$ cat config.mk
export PLATFORM = sky130hd
export DESIGN_NAME = uart_rx
export DESIGN_NICKNAME = d
export VERILOG_FILES = /design/src/rtl/uart_rx.sv
export SDC_FILE = /design/constraint.sdc
export NUM_CORES = 1
export LEC_CHECK = 0
export CAP_MARGIN = 20
export CORE_UTILIZATION = 30
export DETAILED_ROUTE_END_ITERATION = 6
export SLEW_MARGIN = 10
export SYNTH_ARGS = -nofsm -noshare
export SYNTH_HDL_FRONTEND = slang
export SYNTH_SLANG_ARGS = --single-unit
$ cat constraint.sdc
create_clock -name clk -period 4.34 [get_ports clk]
set_input_delay 0.434 -clock clk [delete_from_list [all_inputs] [get_ports clk]]
set_output_delay 0.434 -clock clk [all_outputs]
set_load 0.05 [all_outputs]
$ cat src/rtl/uart_rx.sv
// uart_rx: 8N1 serial receiver. It oversamples rx with the system clock and
// samples each bit at its midpoint. A 1-cycle rcv strobe marks each good byte.
// A 1-cycle frame_err strobe marks a low stop bit.
module uart_rx #(
    parameter int BAUD = 104                // clock cycles per bit (B115200 at 12 MHz)
) (
    input  logic       clk,
    input  logic       rstn,
    input  logic       rx,
    output logic [7:0] data,
    output logic       rcv,
    output logic       frame_err,
    output logic       busy
);

    localparam logic [15:0] HALF_BIT = 16'(BAUD / 2 - 1);
    localparam logic [15:0] FULL_BIT = 16'(BAUD - 1);

    typedef enum logic [2:0] {
        IDLE,
        START,
        DATA,
        STOP,
        BREAK
    } state_t;

    state_t      state, state_nxt;
    logic [15:0] timer, timer_nxt;
    logic [2:0]  bitcnt, bitcnt_nxt;
    logic [7:0]  shreg, shreg_nxt;
    logic [7:0]  data_nxt;
    logic        rcv_nxt, ferr_nxt;
    logic        rx_sync_p0, rx_sync_p1;
    logic        rx_s;
    logic        tick;

    assign rx_s = rx_sync_p1;
    assign tick = (timer == 16'd0);
    assign busy = (state != IDLE);

    // two-flop synchronizer for the asynchronous line; idles high so reset does not fake a start
    always_ff @(posedge clk or negedge rstn) begin
        if (!rstn) begin
            rx_sync_p0 <= 1'b1;
            rx_sync_p1 <= 1'b1;
        end else begin
            rx_sync_p0 <= rx;
            rx_sync_p1 <= rx_sync_p0;
        end
    end

    // state, counters, output byte and strobes
    always_ff @(posedge clk or negedge rstn) begin
        if (!rstn) begin
            state     <= IDLE;
            timer     <= 16'd0;
            bitcnt    <= 3'd0;
            shreg     <= 8'h00;
            data      <= 8'h00;
            rcv       <= 1'b0;
            frame_err <= 1'b0;
        end else begin
            state     <= state_nxt;
            timer     <= timer_nxt;
            bitcnt    <= bitcnt_nxt;
            shreg     <= shreg_nxt;
            data      <= data_nxt;
            rcv       <= rcv_nxt;
            frame_err <= ferr_nxt;
        end
    end

    // next-state logic: each tick samples mid-bit and reloads the bit timer
    always_comb begin
        state_nxt  = state;
        timer_nxt  = tick ? 16'd0 : timer - 16'd1;
        bitcnt_nxt = bitcnt;
        shreg_nxt  = shreg;
        data_nxt   = data;
        rcv_nxt    = 1'b0;
        ferr_nxt   = 1'b0;

        case (state)
            IDLE: begin
                if (!rx_s) begin
                    state_nxt = START;
                    timer_nxt = HALF_BIT;
                end
            end
            START: begin
                if (tick) begin
                    if (!rx_s) begin
                        state_nxt  = DATA;
                        timer_nxt  = FULL_BIT;
                        bitcnt_nxt = 3'd0;
                    end else begin
                        // the line went high again by mid start bit, so treat it as a glitch
                        state_nxt = IDLE;
                    end
                end
            end
            DATA: begin
                if (tick) begin
                    shreg_nxt = {rx_s, shreg[7:1]};
                    timer_nxt = FULL_BIT;
                    if (bitcnt == 3'd7) begin
                        state_nxt = STOP;
                    end else begin
                        bitcnt_nxt = bitcnt + 3'd1;
                    end
                end
            end
            STOP: begin
                if (tick) begin
                    if (rx_s) begin
                        data_nxt  = shreg;
                        rcv_nxt   = 1'b1;
                        state_nxt = IDLE;
                    end else begin
                        ferr_nxt  = 1'b1;
                        state_nxt = BREAK;
                    end
                end
            end
            BREAK: begin
                // wait out a held-low line so that a break never produces bytes
                if (rx_s) begin
                    state_nxt = IDLE;
                end
            end
            default: begin
                state_nxt = IDLE;
            end
        endcase
    end

endmodule

# Word-level counts from Yosys, hierarchy flattened
# Cells that the tools add are included.
# word_totals
ff_bits	42
inputBits	3
output_inout_bits	11
wordCells	58
# classes
add_sub_neg	2
n_eq_ne	13
muxes	26
n_reduce_logical	8
# op_table
operator	n
$mux 16	5
$pmux 16 s3	1
$mux 3	11
$logic_not 16->1	1
$ne 2x2->1 const B	8
$sub 16x1->16 const B	1
$pmux 3 s5	1
$eq 3x2->1 const B	2
$eq 3x3->1 const B	2
$mux 1	6
$pmux 3 s2	1
$reduce_and 6->1	1
$reduce_and 5->1	1
$add 3x1->3 const B	1
$eq 3x1->1 const B	1
$logic_not 3->1	1
$reduce_and 3->1	1
$reduce_bool 3->1	1
$mux 2	1
$reduce_and 2->1	1
$reduce_bool 2->1	1

# Longest topological paths before layout
# Gate-level depths: netlist (run 1).
# logic_depth
ltp_word	5
mapped_depth	7
ltp_nobuf	6

# Worst setup path after synthesis (run 1)
# No wires, ideal clock.
# synth_timing
kind	flip-flop to flip-flop
startpoint	reg timer[0]
endpoint	reg bitcnt[0]
setup_ps	125
t_arrival_ps	1951
required_time_ps	4215
path_slack_ps	2264
stages_incl_launch_ff	7
n_path_buf	0
synth_period_minus_slack_ps	2076
cell_sequence	dfrtp_1 -> inv_1 -> ha_1 -> nor4b_2 -> nand3_2 -> or4_4 -> mux2_4
# synth_between
elab_chain_cells	3
elab_cells_between_ends	4
cone_classes	eq/ne: 2; reduce/logical: 2
# synth_rtl
item	line_no	text
start, declared	28	logic [15:0] timer, timer_nxt;
start signal, assigned	64	timer <= timer_nxt;
$logic_not 16->1 (*)	38	assign tick = (timer == 16'd0);
$ne 2x2->1 (no line)	-	
$reduce_and 5->1 (no line) (*)	-	
end signal, assigned	65	bitcnt <= bitcnt_nxt;
end, declared	29	logic [2:0] bitcnt, bitcnt_nxt;
# Every way passes the cells marked *; elsewhere a longest branch is shown, timed or not.
# A chain may end at the register's enable or synchronous reset.

# Worst setup path in the final report (run 1)
# Ends and elaborated chain as after synthesis.

==> results of run 1 <==
stage by stage:
step	power, uW	hold WS [ns]	cell area [um2]	std cells
2_1_floorplan	403	0.138	1950	163
3_3_place_gp	413	0.347	2160	250
4_1_cts	670	0.303	2250	258
5_1_grt	691	0.336	2250	258
6_report	659	0.270	2250	258
3_5_place_dp	413	0.348	2160	250
cells by family (layout without fill, tap and decap cells):
group	after synthesis	count (layout)	share of synthesized area, %
simple gates	64	64	20.4
flops	42	42	54.0
mux	20	20	11.5
compound gates	16	16	5.84
xor+xnor	11	11	4.94
buf+inv	7	25	1.35
fa+ha+maj	3	3	1.92
worst max-delay path by stage:
stage,from,to,depth (start not counted)
2_1_floorplan,timer[0],bitcnt[0],6
3_3_place_gp,timer[0],bitcnt[0],6
3_5_place_dp,timer[0],bitcnt[0],6
4_1_cts,timer[0],bitcnt[0],6
5_1_grt,timer[0],bitcnt[0],6
6_report,timer[0],bitcnt[0],6
metal layers:
| metal | wire length (um) | global-route usage [%] | up-vias |
|---|---|---|---|
| li1 | - | - | 624 |
| met1 | 1690 | 15.4 | 615 |
| met2 | 1560 | 17.9 | 23 |
| met3 | 147 | 4.62 | 9 |
| met4 | 67 | 5.69 | 0 |
| met5 | 0 | 0 | - |
critical path, delay by kind of cell, from the launching register on:
kind          cells  cell delay (ns)
fa+ha+maj         1             0.21
buf+inv           1             0.07
flops             1             0.42
mux               1             0.31
simple gates      3             1.21
area by class of cell:
type | instances | share of cell area, %
well taps | 77 | 4.28
flip-flops and latches | 42 | 46.8
multi-input cells | 114 | 38.7
clock inverters | 3 | 0.945
clock buffers | 5 | 3.06
inverters | 4 | 0.667
repair buffers | 13 | 5.56
sequential cells by signal, indices dropped and copies added (netlist names):
name,flops
rx_sync_p0,1
timer,16
rcv,1
data,8
state,3
bitcnt,3
rx_s,1
shreg,8
frame_err,1
synthesized netlist by cell type (2+ instances only):
cell type	count	area, um2
dfrtp_1	40	1000
nor2_1	20	75.1
mux2_2	16	180
nand2_1	7	26.3
xnor2_1	7	61.3
nor4_1	5	31.3
or3_1	5	31.3
inv_1	4	15.0
nor3_1	4	20.0
xor2_1	4	35.0
clkbuf_1	3	11.3
ha_1	3	37.5
mux2i_1	3	30.0
o21ai_0	3	15.0
or4_1	3	22.5
a211oi_1	2	15.0
a22oi_1	2	15.0
dfstp_2	2	52.6
nand4_1	2	12.5
nor2_2	2	12.5
o211ai_1	2	15.0
or4_4	2	22.5
power groups by stage:
| stage | Clock [uW] | Combinational [uW] | Sequential [uW] |
|---|---|---|---|
| CTS | 265 | 11.5 | 394 |
| detailed placement | 0 | 11.5 | 401 |
| global placement | 0 | 11.3 | 401 |
| finish | 255 | 10.6 | 394 |
| floorplan | 0 | 1.82 | 401 |
| global route | 284 | 12.7 | 394 |
==> flow_metrics.tcl, run 1 <==
set metrics [dict create \
    status "finished clean" \
    power_density_mw_per_mm2 293 \
    synth_cell_types 44 \
    drc 0 \
    final-hold-violation-count 0 \
    core_mm2 0.00631 \
    clockPowerShare_pct 38.7 \
    synthArstFlopShare_pct 100 \
    ioPinCount 14 \
    synth_seq_cells 42 \
    syn_area_mm2 0.00195 \
    area_growth_pct 15.4 \
    synth_nets 169 \
    report.final.slew_viol_count 0 \
    cap_violations 0 \
    hold_buffers 0 \
    portBuffers 13 \
    crit_required_ns 4.52 \
    h-tree-depth 2 \
    synth-edff-count 0 \
    ys.flop_type "dfrtp_1" \
    p_switching_uw 151 \
    die_w_um 82.6 \
    dr.first_iter.drc_count 62 \
    crit_fanout 5 \
    cts_sinks 42 \
    path_class "flop to flop" \
    grt_pass1_vias 1264 \
    cts_root_buf "clkbuf_8" \
    max_freq_mhz 429 \
    intPower_uw 508 \
    seq_area_mm2 0.00105 \
    rsz0062_at_grt "no" \
    initial_utilization_pct 30.9 \
    timing.rr.end "bitcnt[0]" \
    synth_area_per_cell_um2 12.0 \
    grt_pass1_wl_um 5980 \
    cts_max_path_buffers 2 \
    crit_slowest_cell "or4_4" \
    skew_ns 0.00817 \
    clock_latency_ns 0.30 \
    setup_slack_ns 2.01 \
    syn_inst 163 \
    antennaDiodeCount 0 \
    start_kind "flop" \
    place_ws_ns 2.02 \
    wl_um 3470 \
    combPwrFrac_pct 1.6 \
    routed_wire_length_per_instance_um 13.4 \
    drtAntennaViolNets 0 \
    cts-buffers-inserted 5 \
    final_core_util_pct 35.7 \
    path_cells "inv_1 > ha_1 > nor4b_2 > nand3_2 > or4_4 > mux2_4" \
    seqPwrFrac_pct 59.7 \
    die_h_um 82.6 \
    finalCriticalPeriod_ns 2.33 \
    yosysWarnings 0 \
    ys_seq_area_share_pct 54.0 \
    path_clk_slew_ns 0.09 \
    relSlewSlack_pct 38.6 \
    leakage_uw 0.00108 \
    vias 1271 \
    routabilityCongestion 0.786 \
    rows 29 \
    r2r_slack_ns 2.01 \
    r2r-start "timer[0]" \
    fill_cells 661 \
    die-area_mm2 0.00683 \
    swShare_pct 22.9 \
    layout-drive-gt1-share_pct 23.2 \
    cp.arrival_ns 2.51 \
    first_pass_iters 4 \
    cts_setup_buffers 0 \
    nNetsFinal 186 \
    setup_viol 0 \
    track_usage_pct 12.1 \
    ctsResizeCount 0 \
    max_stage_delay_ns 0.57 \
    grt_start_max_net_pins 43 \
    vias_per_cell 4.93 \
    worst_pin_slew_ns 0.920 \
    layout_common_cells "dfrtp_1 (40), nor2_1 (20), mux2_2 (16)" \
    hold_class "input port to asynchronous set/reset pin" \
    irDropWorstVdd_mv 0.203 \
    cts_tree "yes" \
    gr-total-overflow 0 \
    cp-end-kind "flop" \
    grt_antenna_before_repair 0 \
    period_share_pct 53.7 \
    hpwl_um 2370 \
    tns_ns 0 \
    multiInputGateArea_um2 871 \
    r2r_cells 6 \
    layout_commonest_cell "dfrtp_1" \
]
No activity file was read; power rests on OpenSTA's default activity.
==> run 2: changes to the inputs <==
==> constraint.sdc (replaced) <==
create_clock -name clk -period 2.03 [get_ports clk]
set_input_delay 0.203 -clock clk [delete_from_list [all_inputs] [get_ports clk]]
set_output_delay 0.203 -clock clk [all_outputs]
set_load 0.05 [all_outputs]
==> run 2 against run 1 <==
Against the previous run: first-iteration DRC count shrank 44%; critical path depth decreased by 2; worst hold slack gained 0.012 ns; fmax up 18%; critical path type unchanged; via count is 11% higher; critical endpoint is now timer[15]; utilization increased by 4.6 points; largest power group unchanged; register-to-register slack got worse by 2.0 ns; final cell count up 11%; sequential share of layout area down 5.3 points; flip-flop and latch count unchanged.
==> flow_metrics.tcl, run 2 (synthesized netlist as in run 1, its figures left out) <==
set metrics [dict create \
    period_share_pct 97.4 \
    gr-total-overflow 0 \
    finalInstanceArea_mm2 0.00254 \
    dr.first_iter.drc_count 35 \
    cts-buffers-inserted 5 \
    final-hold-violation-count 0 \
    first_pass_iters 4 \
    tns_ns 0 \
    rows 29 \
    multiInputGateArea_um2 928 \
    placed_cell_area_mm2 0.00238 \
    vias 1414 \
    fill_cells 636 \
    start_kind "flop" \
    hold_class "input port to asynchronous set/reset pin" \
    layout-drive-gt1-share_pct 35.9 \
    r2r_slack_ns 0.05 \
    grt_pass1_wl_um 6890 \
    use_met1_pct 18.0 \
    power_density_mw_per_mm2 573 \
    track_usage_pct 13.6 \
    cts_setup_buffers 0 \
    nNetsFinal 214 \
    r2r-start "timer[2]" \
    core_mm2 0.00631 \
    hpwl_um 2850 \
    setup_viol 0 \
    routed_wire_length_per_instance_um 13.9 \
    finalCriticalPeriod_ns 1.98 \
    top_regs "timer x16, data x8, shreg x8" \
    max_freq_mhz 506 \
    h-tree-depth 2 \
    grt_busiest_layer "met2" \
    wl_um 3970 \
    worst_pin_slew_ns 0.503 \
    initial_utilization_pct 30.9 \
    skew_ns 0.0106 \
    leakage_uw 0.00122 \
    cp.arrival_ns 2.21 \
    crit_fanout 4 \
    die-area_mm2 0.00683 \
    clock_latency_ns 0.31 \
    die_h_um 82.6 \
    status "finished clean" \
    grtUsageMet2_pct 21.4 \
    vias_per_cell 4.94 \
    rsz0062_at_grt "yes" \
    ioPinCount 14 \
    layout_common_cells "dfrtp_1 (40), buf_4 (25), nor2_1 (20)" \
    path_clk_slew_ns 0.10 \
    crit_required_ns 2.26 \
    irDropWorstVdd_mv 0.445 \
    portBuffers 13 \
    drc 0 \
    cts_sinks 42 \
    cp-end-kind "flop" \
    largest_reg_flops 16 \
    cp-startpoint "timer[2]" \
    relSlewSlack_pct 66.4 \
    largest_register "timer" \
    antennaDiodeCount 0 \
    grt_start_max_net_pins 20 \
    grt_antenna_before_repair 0 \
    path_class "flop to flop" \
    cts_root_buf "clkbuf_8" \
    report.final.slew_viol_count 0 \
    area_growth_pct 30.3 \
    use_met3_pct 3.41 \
    cap_violations 0 \
    seq_area_mm2 0.00105 \
    routabilityCongestion 0.738 \
    cts_tree "yes" \
    r2r_cells 4 \
    die_w_um 82.6 \
    layout_commonest_cell "dfrtp_1" \
    drtAntennaViolNets 0 \
    timing.rr.end "timer[15]" \
    grt_pass1_vias 1434 \
    cts_max_path_buffers 2 \
]
## run 2: per-stage QoR
stage | power, uW | setup WS, ns | std cells | hold WS [ns] | utilization, %
floorplan | 862 | 0.0231 | 163 | -0.0926 | -
global placement | 886 | -0.0209 | 277 | 0.0923 | 37.8
detailed placement | 887 | -0.00246 | 277 | 0.0895 | 37.8
CTS | 1480 | 0.00903 | 286 | 0.280 | 39.6
global route | 1510 | -0.0000582 | 286 | 0.302 | 40.2
finish | 1460 | 0.0521 | 286 | 0.281 | 40.2
## run 2: power breakdown
group	total (uW)	switching [uW]	internal [uW]	leakage (uW)
logic	28.4	20.0	8.36	0.000605
registers	842	2.26	840	0.000565
clock network	587	331	256	0.0000495
## run 2: worst max-delay path, cell delays in order, from the launching register on
cell and delay (ns):
dfrtp_1 0.46, or4_4 0.57, or3_4 0.38, or3_1 0.37, a21oi_2 0.13
## run 2: timing repair
item	in CTS	in global routing
hold endpoints to repair	8	0
pin swaps	1	2
hold buffers	1	0
endpoints found under the setup margin	2	28
gates resized for setup	3	9
## run 2: worst max-delay path by stage
stage	end
after detailed placement	state[0]
after floorplan	bitcnt[0]
after CTS	shreg[2]
after global routing	timer[15]
final	timer[15]
after global placement	state[0]
## run 2: layout make-up
type | count | share of cell area [%]
well taps | 77 | 3.79
multi-input cells | 114 | 36.5
clock buffers | 5 | 2.71
flip-flops and latches | 42 | 41.5
repair buffers | 41 | 13.9
clock inverters | 3 | 1.03
inverters | 4 | 0.591
## run 2: routing by layer
metal | wire length [um] | share of wire (%)
met2 | 1820 | 46
met4 | 60 | 1.5
met5 | 0 | 0
met3 | 153 | 3.9
met1 | 1930 | 49
